## src/rtl/adc_sample_averager.sv

```systemverilog
// ----------------------------------------------------------------------------
// adc_sample_averager
//   Issues periodic conversion requests to an upstream ADC interface,
//   accumulates 2^LOG2_AVG returned samples, and presents their truncated
//   mean on a valid/ready output.
//   Two sticky flags report a rate tick that arrived while a request was
//   still outstanding, and a result that was lost because the output was
//   stalled.
//
// Ports
//   clk_i            system clock; every flop uses its rising edge
//   rst_i            synchronous, active-high reset
//   enable_i         high = produce periodic conversion requests
//   clear_i          one-cycle pulse that clears both sticky flags
//   adc_request_o    conversion request to the ADC SPI interface
//   adc_data_i       12-bit sample, qualified by adc_data_valid_i
//   adc_data_valid_i one-cycle strobe for a completed sample
//   avg_data_o       averaged 12-bit result
//   avg_valid_o      result valid; held until it is accepted
//   avg_ready_i      downstream accepts the result when high with avg_valid_o
//   tick_miss_o      sticky: rate tick seen while a request was outstanding
//   result_drop_o    sticky: new result discarded because the output stalled
// ----------------------------------------------------------------------------
module adc_sample_averager #(
    parameter int unsigned CLK_FREQ_HZ    = 100000000,
    parameter int unsigned SAMPLE_RATE_HZ = 1000000,
    parameter int          LOG2_AVG       = 4
) (
    input  logic        clk_i,
    input  logic        rst_i,
    input  logic        enable_i,
    input  logic        clear_i,
    output logic        adc_request_o,
    input  logic [11:0] adc_data_i,
    input  logic        adc_data_valid_i,
    output logic [11:0] avg_data_o,
    output logic        avg_valid_o,
    input  logic        avg_ready_i,
    output logic        tick_miss_o,
    output logic        result_drop_o
);

    localparam int unsigned PERIOD = CLK_FREQ_HZ / SAMPLE_RATE_HZ;
    localparam int RCW = (PERIOD > 1) ? $clog2(PERIOD) : 1;
    localparam int AW  = 12 + LOG2_AVG;
    localparam int CW  = (LOG2_AVG > 0) ? LOG2_AVG : 1;

    localparam logic [RCW-1:0] RATE_LAST = RCW'(PERIOD - 1);
    localparam logic [RCW-1:0] RATE_ONE  = RCW'(1);
    localparam logic [CW-1:0]  CNT_LAST  = CW'((1 << LOG2_AVG) - 1);
    localparam logic [CW-1:0]  CNT_ONE   = CW'(1);

    localparam logic [0:0] IDLE    = 1'b0;
    localparam logic [0:0] PENDING = 1'b1;

    if ((PERIOD < 2) || (LOG2_AVG < 0) || (LOG2_AVG > 8)) begin : g_bad_params
        $fatal(1, "adc_sample_averager: needs CLK_FREQ_HZ/SAMPLE_RATE_HZ >= 2 and LOG2_AVG in 0..8");
    end

    logic [RCW-1:0] rate_cnt_q, rate_cnt_d;
    logic [0:0]     state_q, state_d;
    logic [AW-1:0]  acc_q, acc_d;
    logic [CW-1:0]  cnt_q, cnt_d;
    logic [11:0]    avg_data_q, avg_data_d;
    logic           avg_valid_q, avg_valid_d;
    logic           tick_miss_q, tick_miss_d;
    logic           result_drop_q, result_drop_d;

    logic           tick_s;
    logic           miss_set_s;
    logic           drop_set_s;
    logic           new_result_s;
    logic [AW-1:0]  sum_s;
    logic [11:0]    result_s;

    // Rate counter: counts enabled cycles and emits a tick on the last one of each period.
    always_comb begin
        rate_cnt_d = rate_cnt_q;
        tick_s     = 1'b0;
        if (!enable_i) begin
            rate_cnt_d = {RCW{1'b0}};
        end else if (rate_cnt_q == RATE_LAST) begin
            rate_cnt_d = {RCW{1'b0}};
            tick_s     = 1'b1;
        end else begin
            rate_cnt_d = rate_cnt_q + RATE_ONE;
        end
    end

    // Request FSM: one outstanding conversion at a time; ticks in PENDING are dropped.
    always_comb begin
        state_d    = state_q;
        miss_set_s = 1'b0;
        case (state_q)
            IDLE: begin
                if (tick_s) begin
                    state_d = PENDING;
                end else begin
                    state_d = IDLE;
                end
            end
            PENDING: begin
                miss_set_s = tick_s;
                if (adc_data_valid_i) begin
                    state_d = IDLE;
                end else begin
                    state_d = PENDING;
                end
            end
            default: begin
                state_d = IDLE;
            end
        endcase
    end

    // The strobe cycle masks the request so the ADC never sees a chained conversion.
    assign adc_request_o = (state_q == PENDING) && !adc_data_valid_i;

    // Accumulator: the sum of 2^LOG2_AVG 12-bit samples fits in 12+LOG2_AVG bits.
    always_comb begin
        sum_s        = acc_q + AW'(adc_data_i);
        result_s     = sum_s[AW-1:LOG2_AVG];
        acc_d        = acc_q;
        cnt_d        = cnt_q;
        new_result_s = 1'b0;
        if (adc_data_valid_i) begin
            if (cnt_q == CNT_LAST) begin
                acc_d        = {AW{1'b0}};
                cnt_d        = {CW{1'b0}};
                new_result_s = 1'b1;
            end else begin
                acc_d = sum_s;
                cnt_d = cnt_q + CNT_ONE;
            end
        end else begin
            acc_d = acc_q;
            cnt_d = cnt_q;
        end
    end

    // Output register: a stalled result is never overwritten; a new result is dropped instead.
    always_comb begin
        avg_data_d  = avg_data_q;
        avg_valid_d = avg_valid_q;
        drop_set_s  = 1'b0;
        if (new_result_s) begin
            if (!avg_valid_q || avg_ready_i) begin
                avg_data_d  = result_s;
                avg_valid_d = 1'b1;
            end else begin
                drop_set_s = 1'b1;
            end
        end else if (avg_valid_q && avg_ready_i) begin
            avg_valid_d = 1'b0;
        end else begin
            avg_valid_d = avg_valid_q;
        end
    end

    // Sticky flags: a set condition wins over a coincident clear.
    always_comb begin
        tick_miss_d   = tick_miss_q;
        result_drop_d = result_drop_q;
        if (miss_set_s) begin
            tick_miss_d = 1'b1;
        end else if (clear_i) begin
            tick_miss_d = 1'b0;
        end else begin
            tick_miss_d = tick_miss_q;
        end
        if (drop_set_s) begin
            result_drop_d = 1'b1;
        end else if (clear_i) begin
            result_drop_d = 1'b0;
        end else begin
            result_drop_d = result_drop_q;
        end
    end

    // State registers with synchronous reset.
    always_ff @(posedge clk_i) begin
        if (rst_i) begin
            rate_cnt_q    <= {RCW{1'b0}};
            state_q       <= IDLE;
            acc_q         <= {AW{1'b0}};
            cnt_q         <= {CW{1'b0}};
            avg_data_q    <= 12'h000;
            avg_valid_q   <= 1'b0;
            tick_miss_q   <= 1'b0;
            result_drop_q <= 1'b0;
        end else begin
            rate_cnt_q    <= rate_cnt_d;
            state_q       <= state_d;
            acc_q         <= acc_d;
            cnt_q         <= cnt_d;
            avg_data_q    <= avg_data_d;
            avg_valid_q   <= avg_valid_d;
            tick_miss_q   <= tick_miss_d;
            result_drop_q <= result_drop_d;
        end
    end

    assign avg_data_o    = avg_data_q;
    assign avg_valid_o   = avg_valid_q;
    assign tick_miss_o   = tick_miss_q;
    assign result_drop_o = result_drop_q;

endmodule
```

## config.mk

```make
export PLATFORM = sky130hd
export DESIGN_NAME = adc_sample_averager
export DESIGN_NICKNAME = d
export VERILOG_FILES = /design/src/rtl/adc_sample_averager.sv
export SDC_FILE = /design/constraint.sdc
export NUM_CORES = 1
export LEC_CHECK = 0
export ABC_AREA = 1
export ABC_CLOCK_PERIOD_IN_PS = 2300
export CAP_MARGIN = 20
export CORE_MARGIN = 4
export CORE_UTILIZATION = 25
export CTS_BUF_LIST = sky130_fd_sc_hd__clkbuf_4 sky130_fd_sc_hd__clkbuf_8 sky130_fd_sc_hd__clkbuf_16
export DETAILED_ROUTE_END_ITERATION = 6
export GPL_TIMING_DRIVEN = 0
export SETUP_SLACK_MARGIN = 0.3
export SLEW_MARGIN = 20
export SYNTH_ARGS = -nofsm -noshare
export SYNTH_HDL_FRONTEND = slang
export SYNTH_SLANG_ARGS = --single-unit
export TNS_END_PERCENT = 100
```

## constraint.sdc

```tcl
create_clock -name clk_i -period 2.3 [get_ports clk_i]
set_clock_uncertainty 0.2 [all_clocks]
set_input_delay 0.46 -clock clk_i [delete_from_list [all_inputs] [get_ports clk_i]]
set_output_delay 0.46 -clock clk_i [all_outputs]
set_load 0.005 [all_outputs]
```

# Word level (Yosys, flattened, before mapping)
# Index checks and enable logic that the tools add are counted.
[word_totals]
word_cells = 45
out_inout_bits = 16
ff_bits = 43
[op_classes]
addsub = 3
bitwise_logic = 2
n_reduce_logical = 11
mux = 18
n_eq_ne = 3
[ops]
columns = ["op", "count"]
rows = [
  ["16-bit by 12-bit adder with 16-bit output", 1],
  ["16-bit two-way mux", 1],
  ["1-bit two-way mux", 15],
  ["7-bit by 1-bit adder with 7-bit output (second input constant)", 1],
  ["7-bit == test (second input constant)", 1],
  ["2-bit nonzero test", 3],
  ["4-bit by 1-bit adder with 4-bit output (second input constant)", 1],
  ["4-bit == test (second input constant)", 1],
  ["4-bit two-way mux", 1],
  ["2-bit AND reduction", 2],
  ["3-bit OR reduction", 1],
  ["1-bit logical AND", 2],
  ["1-bit logical NOT", 2],
  ["2-bit by 1-bit inequality test with 1-bit output (second input constant)", 1],
  ["1-bit NOT", 2],
  ["1-bit case mux with 2 select lines", 1],
  ["1-bit logical OR", 1],
]

# Longest topological paths before layout
[depth]
depth_word = 5
ltp_mapped = 13
mapped_depth_nobuf = 13

# Worst setup path before layout
# Ideal clock, no wire load.
[synth_timing]
path_kind = "in2reg"
start = "input adc_data_i[0]"
end = "register avg_data_q[10] (netlist: avg_data_o[10])"
setup_ns = 0.109
path_buffers = 0
arrival_time_ns = 1.681
path_stages = 12
setup_slack_ns = 0.310
t_required_ns = 1.991
path_cell_list = "ha_1 -> fa_1 -> nand2_1 -> nand2_1 -> nand3_1 -> nand2_1 -> nand2_1 -> nand3_1 -> nand2_1 -> nand2_1 -> nand2_1 -> inv_1"
[synth_via]
elab_chain_len = 1
[synth_rtl]
columns = ["item", "line", "rtl"]
rows = [
  ["start, declared", "34", "input logic [11:0] adc_data_i,"],
  ["16-bit by 12-bit adder with 16-bit output", "121", "sum_s = acc_q + AW'(adc_data_i);"],
  ["end signal, assigned", "196", "avg_data_q <= avg_data_d;"],
  ["end, declared", "64", "logic [11:0] avg_data_q, avg_data_d;"],
]
# No other way between the ends.
# A chain may end at the register's enable or synchronous reset.

# Worst setup path in the final report
[layout_timing]
start = "register acc_q[0]"
end = "register avg_data_q[6] (netlist: avg_data_o[6])"
[layout_via]
elab_chain_len = 1
[layout_rtl]
columns = ["item", "line", "rtl"]
rows = [
  ["start, declared", "62", "logic [AW-1:0] acc_q, acc_d;"],
  ["start signal, assigned", "185", "acc_q <= {AW{1'b0}};"],
  ["16-bit by 12-bit adder with 16-bit output", "121", ""],
]
# No other way between the ends.

==> metrics.cfg <==
[die]
chipHeight_um=107
dieArea_sq_mm=0.0115
start_util=0.261
chipWidth_um=107
ioPinCount=34
core_area_sq_mm=0.00942
placementRows=35

[timing]
timing.fmax_mhz=525
timing.final.hold_violations=0
fin_crit_sh=0.828
slew_headroom=0.593
grt_setup_unrepaired=yes
finalSetupViolations=0
final.min_clock_period_ns=1.90
tightest_slew_ns=0.611
slew_viol_final=0

[synth]
synth.cell_area_sq_mm=0.00246
yosysSeqAreaShare=0.350
synth-edff-count=0
async_reset_ff_frac=0
synthesis.area_per_instance_sq_um=6.47
number_of_cells_produced_by_synthesis=380
yosys_warnings=0
yosys_register_bits=43
synthesis.nets=413
synth.distinct_cells=33
synth_top_flop_cell=sky130_fd_sc_hd__dfxtp_1

[global_route]
grt_start_max_net_pins=15
groute.usage.overall=0.118
grt_antenna_before_repair=0
number_of_global_route_vias_before_repair=2377
grt_overflow_total=0
grt_first_pass_wirelength_mm=10.8

[min_path]
timing.hold.worst.start=tick_miss_o
hold_critical_path_depth=2
hold_end=tick_miss_o
path_class_of_the_lowest_slack_min_delay_path=flop to flop

[placed_design]
io_buffer_count=33
postPlaceCellArea_sq_mm=0.00295
placedCellCount=542
hpwl_mm=4.68
place_congestion=0.864

[final_layout]
post-route-util=0.366
fraction_of_layout_cells_with_a_size_suffix_above_1=0.187
final_nets=459
fill_cells=1010
fin_area_sq_mm=0.00344
insertedDiodeCount=0
synthToLayoutAreaGrowth_pct=40.1
layout.cells.non_filler=556

[outcome]
run_status=finished, final reports clean

[critical_path]
startpoint_class_of_the_critical_path=flop
required_ns=2.35
critical_path.reg2reg.endpoint=avg_data_o[6]
r2r.worst_path.cells=12
path_class=flop to flop
worstPathCellList=ha_2 > fa_2 > nand2_2 > nand2_2 > nand3_2 > nand2_4 > nand2_4 > nand2_2 > nand2_2 > nand2_1 > a21o_1 > inv_1
r2r-start=acc_q[0]
worst_setup_path_end_kind=flop
critical_path_peak_fanout=3
regToRegSetupSlack_ns=0.40
critical-path-max-stage-delay_ns=0.37
critical-path-slowest-cell=sky130_fd_sc_hd__fa_2
arrival_ns=1.96
cp_common_cell=sky130_fd_sc_hd__nand2_2

[route]
wire_per_inst_um=11.6
drt_first_pass_iters=4
antenna_left=0
initialDrtViolationCount=65
viasPerCell=4.38
vias=2434
routed_wirelength_mm=6.45
drc_errors=0

[clock_tree]
worstSkewPairLatency_ns=0.31
cts_sinks=43
cts_inserted_buffers=5
clk_transition_reported_paths_ns=0.09
clock_tree.htree_level_count=2
cts-root-buf=sky130_fd_sc_hd__clkbuf_8
hold_fix_buffers_cts=0
max-clock-path-buffers=2
cts_tree=yes

[power]
max-vdd-ir-drop_v=0.000222
power-per-cell-area_mw_per_mm2=559
leakagePower_nw=1.61
p_total_w=0.00193

[run]
max_cap_violations=0

layout make-up:
class / instances / area (sq um) / share of cell area
Buffer: 7 / 38.8 / 0.0113
Tap cell: 129 / 161 / 0.0469
Sequential cell: 43 / 861 / 0.250
Inverter: 60 / 225 / 0.0654
Clock inverter: 3 / 43.8 / 0.0127
Multi-Input combinational cell: 270 / 1670 / 0.484
Clock buffer: 5 / 68.8 / 0.0200
Timing Repair Buffer: 39 / 377 / 0.109
power breakdown:
part           internal (W)  total, W  switching, W  leakage, nW
combinational      0.000224  0.000507      0.000284         1.20
sequential         0.000775  0.000809     0.0000332        0.350
clock              0.000324  0.000610      0.000286       0.0581
per-layer routing:
metal	vias to the layer above	track usage	wire length, um	share of wire
met5	-	0	0	0
met4	0	0.0493	172	0.027
met3	16	0.0277	225	0.035
met2	34	0.207	3180	0.49
met1	1109	0.135	2880	0.45
li1	1275	-	-	-
cells in the mapped netlist, types with 2 or more instances:
cell type,number,area [sq um]
sky130_fd_sc_hd__xor2_1,4,35.0
sky130_fd_sc_hd__inv_1,58,218
sky130_fd_sc_hd__or2_2,3,18.8
sky130_fd_sc_hd__nor4_1,2,12.5
sky130_fd_sc_hd__dfxtp_1,43,861
sky130_fd_sc_hd__nor3b_1,2,15.0
sky130_fd_sc_hd__a21oi_1,32,160
sky130_fd_sc_hd__inv_2,2,7.51
sky130_fd_sc_hd__a21o_1,2,15.0
sky130_fd_sc_hd__clkbuf_1,3,11.3
sky130_fd_sc_hd__nand3_1,25,125
sky130_fd_sc_hd__nor3_1,7,35.0
sky130_fd_sc_hd__o21ai_0,6,30.0
sky130_fd_sc_hd__ha_1,14,175
sky130_fd_sc_hd__nand2_1,119,447
sky130_fd_sc_hd__or2_1,2,12.5
sky130_fd_sc_hd__nor2_1,40,150
worst max path at each step:
stage	from	end	slack, ns
finish	acc_q[0]	avg_data_o[6]	0.40
global route	adc_data_i[4]	avg_data_o[7]	0.26
CTS	adc_data_i[10]	avg_data_o[11]	0.30
detailed placement	adc_data_i[0]	avg_data_o[10]	-0.31
global placement	adc_data_i[0]	avg_data_o[10]	-0.28
floorplan	adc_data_i[0]	avg_data_o[10]	0.31
through the flow:
stage	TNS, ns	hold slack, ns	setup WS [ns]
after global routing	0	0.297	0.265
after detailed placement	-5.01	0.258	-0.307
after global placement	-4.61	0.244	-0.281
after CTS	0	0.272	0.304
final	0	0.267	0.396
after floorplan	0	0.230	0.310
placed cells by master, fill, tap and decap left out, types with 5 or more instances in the layout:
| cell | n |
|---|---|
| sky130_fd_sc_hd__a21oi_2 | 6 |
| sky130_fd_sc_hd__buf_4 | 7 |
| sky130_fd_sc_hd__clkbuf_8 | 5 |
| sky130_fd_sc_hd__dfxtp_1 | 43 |
| sky130_fd_sc_hd__clkdlybuf4s50_1 | 19 |
| sky130_fd_sc_hd__nand3_1 | 18 |
| sky130_fd_sc_hd__inv_1 | 58 |
| sky130_fd_sc_hd__ha_4 | 10 |
| sky130_fd_sc_hd__nand2_2 | 13 |
| sky130_fd_sc_hd__nand2_1 | 98 |
| sky130_fd_sc_hd__nand2_4 | 9 |
| sky130_fd_sc_hd__dlygate4sd2_1 | 8 |
| sky130_fd_sc_hd__nor2_1 | 38 |
| sky130_fd_sc_hd__o21ai_0 | 5 |
| sky130_fd_sc_hd__a21oi_1 | 26 |
| sky130_fd_sc_hd__nand3_2 | 7 |
cell families (layout without fill, tap and decap cells):
family,count (synthesis),after routing,synth area share
adder cells (fa/ha/maj),15,15,0.0794
flip-flops,43,43,0.350
AND/OR/NAND/NOR,205,205,0.347
AO/OA/AOI/OAI,45,45,0.0983
XOR/XNOR,5,5,0.0178
buffers and inverters,67,114,0.107
sequential cells by signal (all words and copies together), names as in the netlist:
register	flops
acc_q	16
avg_data_o	12
avg_valid_o	1
cnt_q	4
rate_cnt_q	7
result_drop_o	1
state_q	1
tick_miss_o	1
what timing repair did:
item	CTS	global route
resized for setup	50	32
setup endpoints to repair	26	22
setup buffers	5	1
pin swaps	19	22
critical path: cells and delay by family (launching register included):
family                   cells  cell delay (ns)
AND/OR/NAND/NOR              8             0.57
adder cells (fa/ha/maj)      2             0.56
flip-flops                   1             0.32
AO/OA/AOI/OAI                1             0.17
buffers and inverters        1             0.04
(Power assumes the default switching activity.)
